`config.mk`:
```
export PLATFORM = sky130hd
export DESIGN_NAME = gpu_cmd_dispatch
export DESIGN_NICKNAME = d
export VERILOG_FILES = /design/src/rtl/gpu_cmd_pkg.sv /design/src/rtl/gpu_cmd_fifo.sv /design/src/rtl/gpu_cmd_dispatch.sv
export SDC_FILE = /design/constraint.sdc
export NUM_CORES = 1
export LEC_CHECK = 0
export BUFFER_PORTS_ARGS = -buffer_cell sky130_fd_sc_hd__buf_2
export CAP_MARGIN = 10
export CORE_MARGIN = 2
export CORE_UTILIZATION = 47
export CTS_BUF_LIST = sky130_fd_sc_hd__clkbuf_8
export DETAILED_ROUTE_END_ITERATION = 8
export PLACE_DENSITY = 0.7
export SLEW_MARGIN = 10
export SYNTH_ARGS = -nofsm -noshare
export SYNTH_HDL_FRONTEND = slang
export SYNTH_SLANG_ARGS = --single-unit
```
`constraint.sdc`:
```
create_clock -name clk -period 3.5 [get_ports clk]
set_input_delay 0.175 -clock clk [delete_from_list [all_inputs] [get_ports clk]]
set_output_delay 0.175 -clock clk [all_outputs]
set_load 0.05 [all_outputs]
```
`src/rtl/gpu_cmd_pkg.sv`:
```
`default_nettype none
// ============================================================================
// Module  : gpu_cmd_pkg
// Brief   : Shared types and constants for the GPU command dispatcher:
//           opcode, job-type and FSM-state encodings, field widths and
//           opcode classification helpers.
// Revision: 1.0 - initial release
// ============================================================================
package gpu_cmd_pkg;

  localparam int COORD_W = 14;
  localparam int COLOR_W = 24;
  localparam int PARAM_W = 28;
  localparam int CMD_W   = 32;

  typedef enum logic [3:0] {
    OP_NOP       = 4'd0,
    OP_SET_COLOR = 4'd1,
    OP_SET_A     = 4'd2,
    OP_SET_B     = 4'd3,
    OP_DRAW_LINE = 4'd4,
    OP_FILL_RECT = 4'd5,
    OP_CLEAR     = 4'd6
  } opcode_e;

  typedef enum logic [1:0] {
    JOB_LINE  = 2'd0,
    JOB_RECT  = 2'd1,
    JOB_CLEAR = 2'd2
  } job_type_e;

  typedef enum logic [1:0] {
    ST_IDLE   = 2'd0,
    ST_DECODE = 2'd1,
    ST_ISSUE  = 2'd2
  } state_e;

  // Opcodes that produce a rasterizer job.
  function automatic logic is_draw_op(input logic [3:0] op);
    return (op == OP_DRAW_LINE) || (op == OP_FILL_RECT) || (op == OP_CLEAR);
  endfunction

  // Every encoding above CLEAR is undefined.
  function automatic logic is_illegal_op(input logic [3:0] op);
    return op > OP_CLEAR;
  endfunction

endpackage
`default_nettype wire

```
`src/rtl/gpu_cmd_fifo.sv`:
```
`default_nettype none
// ============================================================================
// Module  : gpu_cmd_fifo
// Brief   : Command queue. Power-of-two depth, wrapping pointers, occupancy
//           count. A push while full is accepted only if a pop happens in
//           the same cycle; a pop while empty is ignored.
// Revision: 1.0 - initial release
// ============================================================================
module gpu_cmd_fifo
  import gpu_cmd_pkg::*;
#(
  parameter int DEPTH = 8
) (
  input  logic                   clk,
  input  logic                   n_rst,
  input  logic                   push,
  input  logic                   pop,
  input  logic [CMD_W-1:0]       din,
  output logic [CMD_W-1:0]       dout,
  output logic                   full,
  output logic                   empty,
  output logic [$clog2(DEPTH):0] count
);

  localparam int c_aw = $clog2(DEPTH);

  logic [c_aw-1:0]  r_wr_ptr;
  logic [c_aw-1:0]  r_rd_ptr;
  logic [c_aw:0]    r_count;
  logic [CMD_W-1:0] r_mem [DEPTH];
  logic             w_rd;
  logic             w_wr;

  assign empty = (r_count == '0);
  assign full  = (r_count == DEPTH[c_aw:0]);
  assign w_rd  = pop & ~empty;
  assign w_wr  = push & (~full | w_rd);
  assign dout  = r_mem[r_rd_ptr];
  assign count = r_count;

  // Storage array; contents need no reset since the pointers define validity.
  always_ff @(posedge clk) begin
    if (w_wr) r_mem[r_wr_ptr] <= din;
  end

  // Pointer and occupancy bookkeeping; pointers wrap naturally at DEPTH.
  always_ff @(posedge clk or negedge n_rst) begin
    if (!n_rst) begin
      r_wr_ptr <= '0;
      r_rd_ptr <= '0;
      r_count  <= '0;
    end else begin
      if (w_wr) r_wr_ptr <= r_wr_ptr + 1'b1;
      if (w_rd) r_rd_ptr <= r_rd_ptr + 1'b1;
      case ({w_wr, w_rd})
        2'b10:   r_count <= r_count + 1'b1;
        2'b01:   r_count <= r_count - 1'b1;
        default: r_count <= r_count;
      endcase
    end
  end

endmodule
`default_nettype wire

```
`src/rtl/gpu_cmd_dispatch.sv`:
```
`default_nettype none
// ============================================================================
// Module  : gpu_cmd_dispatch
// Brief   : Queues APB command strobes, decodes them one per cycle into
//           colour/vertex shadow registers and hands draw jobs to the
//           rasterizer over a valid/ready handshake.
//           Optional: define GPU_CMD_ILLEGAL_CNT_EN to add the 8-bit
//           saturating illegal_count_o output.
// Revision: 1.0 - initial release
// ============================================================================
module gpu_cmd_dispatch
  import gpu_cmd_pkg::*;
#(
  parameter int FIFO_DEPTH = 8
) (
  input  logic                        clk,
  input  logic                        n_rst,
  input  logic                        command_i,
  input  logic [3:0]                  opcode_i,
  input  logic [PARAM_W-1:0]          parameters_i,
  output logic                        job_valid_o,
  input  logic                        job_ready_i,
  output logic [1:0]                  job_type_o,
  output logic [COORD_W-1:0]          job_x0_o,
  output logic [COORD_W-1:0]          job_y0_o,
  output logic [COORD_W-1:0]          job_x1_o,
  output logic [COORD_W-1:0]          job_y1_o,
  output logic [COLOR_W-1:0]          job_color_o,
  output logic                        busy_o,
  output logic [$clog2(FIFO_DEPTH):0] fifo_count_o,
  output logic                        overflow_o,
`ifdef GPU_CMD_ILLEGAL_CNT_EN
  output logic [7:0]                  illegal_count_o,
`endif
  output logic                        illegal_o
);

  localparam int         c_cnt_w     = $clog2(FIFO_DEPTH) + 1;
  localparam logic [1:0] c_st_idle   = ST_IDLE;
  localparam logic [1:0] c_st_decode = ST_DECODE;
  localparam logic [1:0] c_st_issue  = ST_ISSUE;

  logic [1:0]         r_state;
  logic [1:0]         w_state_next;
  logic               w_push;
  logic               w_pop;
  logic               w_full;
  logic               w_empty;
  logic               w_more;
  logic               w_draw;
  logic               w_illegal;
  logic [c_cnt_w-1:0] w_count;
  logic [CMD_W-1:0]   w_head;
  logic [3:0]         w_head_op;
  logic [PARAM_W-1:0] w_head_par;

  logic [COLOR_W-1:0] r_color;
  logic [COORD_W-1:0] r_xa, r_ya, r_xb, r_yb;
  logic [1:0]         r_job_type;
  logic [COORD_W-1:0] r_job_x0, r_job_y0, r_job_x1, r_job_y1;
  logic [COLOR_W-1:0] r_job_color;
  logic               r_overflow;

  assign w_head_op  = w_head[CMD_W-1:PARAM_W];
  assign w_head_par = w_head[PARAM_W-1:0];

  // Only DECODE consumes entries; a full queue still accepts when it pops.
  assign w_pop     = (r_state == c_st_decode) & ~w_empty;
  assign w_push    = command_i & (~w_full | w_pop);
  assign w_draw    = w_pop & is_draw_op(w_head_op);
  assign w_illegal = w_pop & is_illegal_op(w_head_op);

  // Queue will hold at least one entry after this edge (counts a same-cycle
  // push, which is what gives a two-cycle strobe-to-valid latency from IDLE).
  assign w_more = w_push || (w_count > {{(c_cnt_w-1){1'b0}}, w_pop});

  gpu_cmd_fifo #(
    .DEPTH (FIFO_DEPTH)
  ) u_fifo (
    .clk   (clk),
    .n_rst (n_rst),
    .push  (w_push),
    .pop   (w_pop),
    .din   ({opcode_i, parameters_i}),
    .dout  (w_head),
    .full  (w_full),
    .empty (w_empty),
    .count (w_count)
  );

  // Next-state selection for the IDLE/DECODE/ISSUE sequencer.
  always_comb begin
    w_state_next = r_state;
    case (r_state)
      c_st_idle:   w_state_next = w_more ? c_st_decode : c_st_idle;
      c_st_decode: begin
        if (w_draw)      w_state_next = c_st_issue;
        else if (w_more) w_state_next = c_st_decode;
        else             w_state_next = c_st_idle;
      end
      c_st_issue: begin
        if (job_ready_i) w_state_next = w_more ? c_st_decode : c_st_idle;
      end
      default:     w_state_next = c_st_idle;
    endcase
  end

  // State register.
  always_ff @(posedge clk or negedge n_rst) begin
    if (!n_rst) r_state <= c_st_idle;
    else        r_state <= w_state_next;
  end

  // Shadow registers change only when a SET_* entry is decoded.
  always_ff @(posedge clk or negedge n_rst) begin
    if (!n_rst) begin
      r_color <= '0;
      r_xa    <= '0;
      r_ya    <= '0;
      r_xb    <= '0;
      r_yb    <= '0;
    end else if (w_pop) begin
      case (w_head_op)
        OP_SET_COLOR: r_color <= w_head_par[COLOR_W-1:0];
        OP_SET_A: begin
          r_xa <= w_head_par[PARAM_W-1:COORD_W];
          r_ya <= w_head_par[COORD_W-1:0];
        end
        OP_SET_B: begin
          r_xb <= w_head_par[PARAM_W-1:COORD_W];
          r_yb <= w_head_par[COORD_W-1:0];
        end
        default: ;
      endcase
    end
  end

  // Job registers load on a draw decode and stay frozen through ISSUE.
  always_ff @(posedge clk or negedge n_rst) begin
    if (!n_rst) begin
      r_job_type  <= '0;
      r_job_x0    <= '0;
      r_job_y0    <= '0;
      r_job_x1    <= '0;
      r_job_y1    <= '0;
      r_job_color <= '0;
    end else if (w_draw) begin
      r_job_color <= r_color;
      if (w_head_op == OP_CLEAR) begin
        r_job_type <= JOB_CLEAR;
        r_job_x0   <= '0;
        r_job_y0   <= '0;
        r_job_x1   <= '0;
        r_job_y1   <= '0;
      end else begin
        r_job_type <= (w_head_op == OP_DRAW_LINE) ? JOB_LINE : JOB_RECT;
        r_job_x0   <= r_xa;
        r_job_y0   <= r_ya;
        r_job_x1   <= r_xb;
        r_job_y1   <= r_yb;
      end
    end
  end

  // Sticky flag for a strobe lost to a full queue with no pop.
  always_ff @(posedge clk or negedge n_rst) begin
    if (!n_rst)                          r_overflow <= 1'b0;
    else if (command_i && w_full && !w_pop) r_overflow <= 1'b1;
  end

`ifdef GPU_CMD_ILLEGAL_CNT_EN
  logic [7:0] r_illegal_cnt;

  // Saturating tally of illegal-opcode pulses.
  always_ff @(posedge clk or negedge n_rst) begin
    if (!n_rst)                                r_illegal_cnt <= '0;
    else if (w_illegal && r_illegal_cnt != 8'hFF) r_illegal_cnt <= r_illegal_cnt + 8'd1;
  end

  assign illegal_count_o = r_illegal_cnt;
`endif

  assign job_valid_o  = (r_state == c_st_issue);
  assign job_type_o   = r_job_type;
  assign job_x0_o     = r_job_x0;
  assign job_y0_o     = r_job_y0;
  assign job_x1_o     = r_job_x1;
  assign job_y1_o     = r_job_y1;
  assign job_color_o  = r_job_color;
  assign busy_o       = (r_state != c_st_idle) | ~w_empty;
  assign fifo_count_o = w_count;
  assign overflow_o   = r_overflow;
  assign illegal_o    = w_illegal;

endmodule
`default_nettype wire

```
==> run summary, run 1 <==
### STA
• max-slew violation count: 0
• time the final worst path needs with I/O delays and setup: 3.11 ns
• actual slew at the worst max-slew pin: 0.795 ns
• Final WS setup: 0.394 ns
• final worst clock skew: 0.0217 ns
• Final period util: 88.8%
• count of final hold-check violations: 0
• Rel. slew slack: 47.0%
• total negative setup slack: 0 ns
• fmax: 322 MHz
• unrepaired setup endpoints after global routing: no
• final number of setup-violating endpoints: 0

### Setup path
• CP arrival: 2.93 ns
• reg2reg end: job_color_o[19]
• startpoint of the worst-slack reg-to-reg timing path: u_fifo.r_rd_ptr[0]
• setup slack, reg-to-reg: 0.54 ns
• crit path kind: reg2out
• crit-path max FO: 21
• type of element launching the critical path: flop
• Critical path origin: u_fifo.r_rd_ptr[0]
• data required time of the critical path: 3.32 ns
• logic depth of the worst register-to-register path: 6
• CP Capture Type: output port

### Job
• # Max-Cap Violations: 0

### Detailed routing
• Routed wire per std cell: 20.5 µm
• number of remaining DRC errors: 0
• post-DR vias/cell: 5.37
• DRT iter0 DRCs: 693
• via count: 8,280
• first drt pass iteration count: 4
• antenna-violating nets left: 0
• Total Wirelength: 31.6 mm

### Clock tree
• number of sinks driven by the clock tree: 431
• quantity of hold-fixing buffers added after cts: 35
• CTS tree: built
• number of CTS-inserted buffers: 69
• root buffer cell: clkbuf_8
• H-tree depth reported by CTS: 3
• maximum buffer depth of the clock tree: 3
• post-CTS repair timing setup buffer count: 0
• Reg clk slew, reported paths: 0.06 ns
• post-cts resize count: 0
• insertion delay of the later-clocked pin in the worst-skew pair: 0.58 ns

### Power
• Pwr Density: 914 mW/mm²
• Static Leakage: 7.68 nW
• total power of the final layout: 17.6 mW
• maximum VDD drop: 0.534 mV

### Placed design
• total half-perimeter wirelength after legalization and detailed placement: 18.8 mm
• gpl congestion: 0.727
• worst setup slack before clock tree synthesis: 0.624 ns
• Port-buffer cells: 125
• placed instance area: 0.0176 mm²

### Floorplanning
• DIE AREA: 0.0363 mm²
• height of the chip: 190 µm
• cell row count: 68
• IO Count: 126
• die width: 190 µm
• Initial Utilization: 47.5%
• core area: 0.0344 mm²

### Layout
• post-route core utilization: 55.9%
• # nets final: 1,073
• flip-flop count of the largest register, all copies and words added: 256
• fraction of final layout cells with drive strength greater than 1: 40.9%
• register name with the most flops: u_fifo.r_mem
• growth of design area from synthesis to finish: 17.7%
• final std cell area, no fill: 0.0192 mm²

### Synth
• number of storage elements in the synthesis netlist: 431
• share of the yosys chip area belonging to registers: 73.9%
• cell taking the most area after synthesis: edfxtp_1
• number of library cell types mapped by synthesis: 39
• synthesized instance count: 821
• leading post-synthesis cells by cell area: edfxtp_1, dfrtp_1, mux2_2
• share of Yosys cell area claimed by the top area cell type: 47.1%
• total standard cell area after synthesis: 0.0163 mm²
• Yosys warning count: 0
• average instance area after synthesis: 19.9 µm²
• post-synth net total: 862

### Global routing
• global-route wire length before repair: 49.9 mm
• number of global-route vias before repair: 8,664
• total grt overflow: 0
• number of antenna violations at the first check in global routing: 5
• Global Route Usage Sum: 18.1%
• pin count of the biggest net entering global routing: 88

### Status
• status: completed

### Min path
• worst hold path class: in2async

[per-stage QoR]
stage	std cells	hold slack [ns]
floorplan	821	-0.121
global placement	1381	0.273
detailed placement	1381	0.270
CTS	1540	0.204
global route	1541	0.269
finish	1541	0.184
[power by group]
group | total [mW] | switching, mW | internal (mW)
Sequential | 7.41 | 0.715 | 6.70
Combinational | 6.21 | 3.68 | 2.53
Clock | 3.95 | 1.84 | 2.11
Total | 17.6 | 6.24 | 11.3
[cell usage after synthesis]
cell and n:
buf_6 5, nand2b_1 7, and3_1 1, mux2i_1 6
o21ai_2 2, a32oi_1 1, xnor2_1 4, or3_1 2
o21ai_0 4, a41o_1 1, xor2_1 4, and3b_1 3
nor4_1 1, mux2_2 136, nand3_1 3, a22o_1 56
nor2b_1 3, buf_1 5, a21oi_1 5, ha_1 5
clkbuf_1 25, clkbuf_8 1, buf_2 6, mux4_1 3
nand3b_1 2, dfrtp_1 175, nor3_1 2, nand2_2 1
nor3b_1 2, nand2_1 13, and2_1 2, a22oi_1 1
inv_1 5, a311oi_4 1, mux4_2 59, edfxtp_1 256
or4_1 1, nor2_1 11, a311oi_1 1
[routing by layer]
metal  wire length (µm)  track usage [%]  up-vias  share of wire (%)
li1                   -                -     3674                  -
met1              14400             26.0     4297                 46
met2              14600             27.6      238                 46
met3               1930             3.94       65                6.1
met4                621             6.05        6                2.0
met5                 36                0        -               0.11
[area by class of cell]
class | instances | area [µm²]
antenna | 1 | 2.50
clock buffer | 78 | 1070
clock inverter | 46 | 219
fill | 2691 | 15200
inverter | 5 | 18.8
multi-input combinational | 343 | 4080
sequential | 431 | 12100
tap | 455 | 569
timing repair buffer | 182 | 1180
[layout by cell type (no fill, tap or decap), drive strengths merged, types with 3 or more instances in the layout]
| cell type | n |
|---|---|
| buf | 147 |
| nand2b | 7 |
| dlygate4sd3 | 35 |
| a21oi | 5 |
| mux4 | 62 |
| clkinvlp | 3 |
| inv | 40 |
| mux2i | 6 |
| xnor2 | 4 |
| xor2 | 4 |
| nand3 | 3 |
| a22o | 56 |
| ha | 5 |
| edfxtp | 256 |
| mux2 | 136 |
| nor2 | 11 |
| o21ai | 6 |
| and3b | 3 |
| clkinv | 7 |
| nand2 | 14 |
| clkbuf | 78 |
| nor2b | 3 |
| dfrtp | 175 |
[worst max-delay path, stage by stage (launching register included)]
cell	delay, ns
dfrtp_4	0.66
mux4_1	0.74
nand3_1	0.13
o21ai_0	0.23
a32oi_1	0.29
nor2_1	0.07
buf_2	0.23
[worst max path at each step]
stage / end / slack [ns]
after floorplan: u_fifo.r_mem[4][0] / 0.31
after global placement: job_color_o[18] / 0.62
after detailed placement: job_color_o[7] / 0.62
after CTS: illegal_o / 0.33
after global routing: illegal_o / 0.25
final: illegal_o / 0.39
[cells by family (layout without fill, tap and decap cells)]
kind of cell	count (synthesis)	after routing	share of synthesized area (%)
DFF	431	431	73.9
muxes	204	204	18.4
AOI/OAI and AO/OA	72	72	3.76
and+or+nand+nor	54	54	1.75
buffers and inverters	47	311	1.42
xor gates and xnor gates	8	8	0.429
adders and majority gates	5	5	0.383
other	0	1	0
(Power assumes the default switching activity.)
==> run 2: changes to the inputs <==
--- a/config.mk
+++ b/config.mk
@@ -5,14 +5,16 @@
 export SDC_FILE = /design/constraint.sdc
 export NUM_CORES = 1
 export LEC_CHECK = 0
+export ABC_CLOCK_PERIOD_IN_PS = 3500
 export BUFFER_PORTS_ARGS = -buffer_cell sky130_fd_sc_hd__buf_2
 export CAP_MARGIN = 10
 export CORE_MARGIN = 2
-export CORE_UTILIZATION = 47
+export CORE_UTILIZATION = 56
 export CTS_BUF_LIST = sky130_fd_sc_hd__clkbuf_8
 export DETAILED_ROUTE_END_ITERATION = 8
-export PLACE_DENSITY = 0.7
+export PLACE_DENSITY = 0.81
 export SLEW_MARGIN = 10
 export SYNTH_ARGS = -nofsm -noshare
 export SYNTH_HDL_FRONTEND = slang
+export SYNTH_HIERARCHICAL = 1
 export SYNTH_SLANG_ARGS = --single-unit
==> run 2 against run 1 <==
  * Clock skew fell by 0.0051 ns
  * Count of clock-buffer cells in the layout up 5
  * Maximum frequency decreased by 1.6%
  * Largest power group unchanged
  * Combinational power is 16% higher
  * Highest routed layer unchanged
  * Critical path type is now reg2reg
  * Hold slack got worse by 0.013 ns
  * Global-route usage is 2.9 points higher
  * Total power up 7.4%
==> run summary, run 2 <==
### Status
• status: completed

### Synth
• list of most frequent post-synthesis cells: edfxtp_1, dfrtp_1, mux2_2
• cell taking the most area after synthesis: edfxtp_1
• number of storage elements in the synthesis netlist: 431, unchanged
• synthesized instance count: 812, -1.1%
• post-synth net total: 854, -0.93%
• leading post-synthesis cells by cell area: edfxtp_1, dfrtp_1, mux2_2
• total standard cell area after synthesis: 0.0168 mm², +2.8%
• XOR/XNOR share of the synthesized area: 0.365%, -0.064 points
• share of Yosys cell area claimed by the top area cell type: 45.8%, -1.3 points
• post-synthesis mux area share: 20.0%, +1.6 points
• share of synthesized cell area in full adder, half adder and majority cells: 0.492%, +0.11 points
• Yosys warning count: 6, +6
• average instance area after synthesis: 20.7 µm², +4.0%
• number of library cell types mapped by synthesis: 47, +21%
• synthesized-area fraction occupied by ao, oa, aoi and oai cells: 3.62%, -0.14 points
• number of flops mapped to enable cells by yosys: 256, unchanged
• Async SR Flop Fraction: 40.6%, unchanged
• combinational family with the most area after synthesis: multiplexers
• most frequently used cell type in the post-synthesis netlist: edfxtp_1
• area fraction in and, or, nand and nor cells after synthesis: 1.56%, -0.18 points
• primary flip-flop cell chosen by synthesis mapping: edfxtp_1
• share of the yosys chip area belonging to registers: 71.9%, -2.0 points

### Floorplanning
• core area: 0.0296 mm², -14%
• Initial Utilization: 56.8%, +9.3 points
• cell row count: 63, -7.4%
• IO Count: 126, unchanged
• DIE AREA: 0.0314 mm², -13%
• die width: 177 µm, -7.0%
• height of the chip: 177 µm, -7.0%

### Global routing
• number of antenna violations at the first check in global routing: 6, +1
• number of global-route vias before repair: 8,626, -0.44%
• global-route wire length before repair: 49.8 mm, about the same
• Global Route Usage Sum: 21.0%, +2.9 points
• total grt overflow: 0, unchanged
• pin count of the biggest net entering global routing: 107, +22%

### Detailed routing
• via count: 8,285, +0.060%
• M1 wire length: 14.3 mm, -0.84%
• top layer in use: met5
• DRT iter0 DRCs: 686, -1.0%
• post-DR vias/cell: 5.64, +5.0%
• number of remaining DRC errors: 0, unchanged
• met3 wire length: 1.92 mm, -0.42%
• first drt pass iteration count: 5, +1
• antenna-violating nets left: 0, unchanged
• Detail Route met2 WL: 15.0 mm, +2.6%
• Total Wirelength: 31.7 mm, +0.51%
• Routed wire per std cell: 21.6 µm, +5.5%

### Power
• maximum VDD drop: 0.562 mV, +5.2%
• Pwr Density: 962 mW/mm², +5.2%
• Static Leakage: 7.98 nW, +3.9%

### Layout
• commonest cells after routing, fill and taps aside: edfxtp_1, dfrtp_1, buf_2, mux2_2, clkbuf_8
• most frequent standard cell in the layout excluding fill and tap cells: edfxtp_1
• growth of design area from synthesis to finish: 16.8%
• register name with the most flops: u_fifo/r_mem
• # nets final: 1,063, -0.93%
• fraction of final layout cells with drive strength greater than 1: 41.3%, +0.36 points
• flip-flop count of the largest register, all copies and words added: 256, unchanged

### Clock tree
• insertion delay of the later-clocked pin in the worst-skew pair: 0.57 ns, about the same
• root buffer cell: clkbuf_8
• Reg clk slew, reported paths: 0.06 ns, about the same
• quantity of hold-fixing buffers added after cts: 35, unchanged
• H-tree depth reported by CTS: 3, unchanged
• number of sinks driven by the clock tree: 431, unchanged
• number of CTS-inserted buffers: 68, -1.4%
• post-cts resize count: 0, unchanged
• post-CTS repair timing setup buffer count: 0, unchanged
• CTS tree: built
• maximum buffer depth of the clock tree: 3, unchanged

### STA
• total negative setup slack: 0 ns, unchanged
• max-slew violation count: 0, unchanged
• time the final worst path needs with I/O delays and setup: 3.16 ns, +0.0508 ns
• unrepaired setup endpoints after global routing: no
• actual slew at the worst max-slew pin: 0.849 ns, +0.0533 ns
• Final WS setup: 0.343 ns, -0.0508 ns
• fmax: 317 MHz, -1.6%
• final worst clock skew: 0.0166 ns, -0.00509 ns
• Rel. slew slack: 43.4%, -3.6 points
• Final period util: 90.2%, +1.5 points
• final number of setup-violating endpoints: 0, unchanged
• count of final hold-check violations: 0, unchanged

### Placed design
• total half-perimeter wirelength after legalization and detailed placement: 18.9 mm, +0.16%
• Port-buffer cells: 125, unchanged
• gpl congestion: 0.799, +9.9%
• worst setup slack before clock tree synthesis: 0.348 ns, -0.276 ns

### Setup path
• logic depth of the worst register-to-register path: 12, +6
• startpoint of the worst-slack reg-to-reg timing path: u_fifo/count[0]
• crit path kind: reg2reg
• CP arrival: 3.66 ns, +0.73 ns
• Critical path origin: u_fifo/count[0]
• CP Capture Type: flop
• setup slack, reg-to-reg: 0.34 ns, -0.20 ns
• data required time of the critical path: 4.00 ns, +0.68 ns
• type of element launching the critical path: flop
• crit-path max FO: 12, -43%

### Job
• # Max-Cap Violations: 0, unchanged

### Min path
• worst hold path class: in2async

[run 2: cell types whose count changed after synthesis, moves of 10 or more]
cell / change
mux2_2: -50
clkbuf_1: -18
buf_2: +10
mux4_2: -23
mux4_1: +25
mux2_4: +54
[run 2: power by group]
part	switching [mW]	leakage [nW]	total [mW]	internal, mW
Sequential	0.812	4.50	7.64	6.83
Clock	1.86	0.756	4.01	2.15
Combinational	4.13	2.73	7.22	3.09
Total	6.80	7.98	18.9	12.1
[run 2: worst paths after layout]
check                                      to
max reg2reg                   u_fifo/count[3]
max in group asynchronous            r_ya[10]
max                           u_fifo/count[3]
min                        u_fifo/r_rd_ptr[0]
min in group clk                   r_state[1]
min reg2reg                       job_y0_o[2]
[run 2: cells by family (layout without fill, tap and decap cells)]
kind of cell,Yosys count,in the layout
AO/OA/AOI/OAI,70,70
XOR/XNOR,7,7
adder cells (fa/ha/maj),6,6
buffers and inverters,50,311
flip-flops,431,431
multiplexers,207,207
other,0,5
AND/OR/NAND/NOR,41,41
[run 2: area by class of cell]
| class | instances | area [µm²] |
|---|---|---|
| antenna | 5 | 12.5 |
| fill | 1882 | 9950 |
| clock buffer | 83 | 1140 |
| sequential | 431 | 12100 |
| inverter | 9 | 38.8 |
| timing repair buffer | 180 | 1230 |
| tap | 390 | 488 |
| multi-input combinational | 331 | 4450 |
| clock inverter | 39 | 173 |
[run 2: per-layer routing]
layer / up-vias / track usage (%)
met4: 2 / 6.61
li1: 3686 / -
met1: 4282 / 30.7
met5: - / 0
met2: 263 / 31.8
met3: 52 / 4.53
[run 2: metrics by stage]
step	area, µm²	std cells	hold slack [ns]	util (%)	power, mW
detailed placement	17900	1306	0.222	60.7	14.9
global placement	17900	1306	0.207	60.7	14.7
finish	19600	1468	0.171	66.3	18.9
global route	19600	1467	0.205	66.3	19.8
CTS	19600	1463	0.169	66.3	19.0
floorplan	16900	812	-0.121	-	13.2
[run 2: critical path, cell delays in order, from the launching register on]
cell	delay (ns)
dfrtp_2	0.40
or3_1	0.35
nor2_1	0.12
or3b_4	0.45
inv_6	0.16
o21ai_2	0.11
or2_2	0.32
inv_1	0.08
ha_1	0.25
or2_2	0.31
nand3_1	0.12
mux2_2	0.35
nand3b_1	0.08
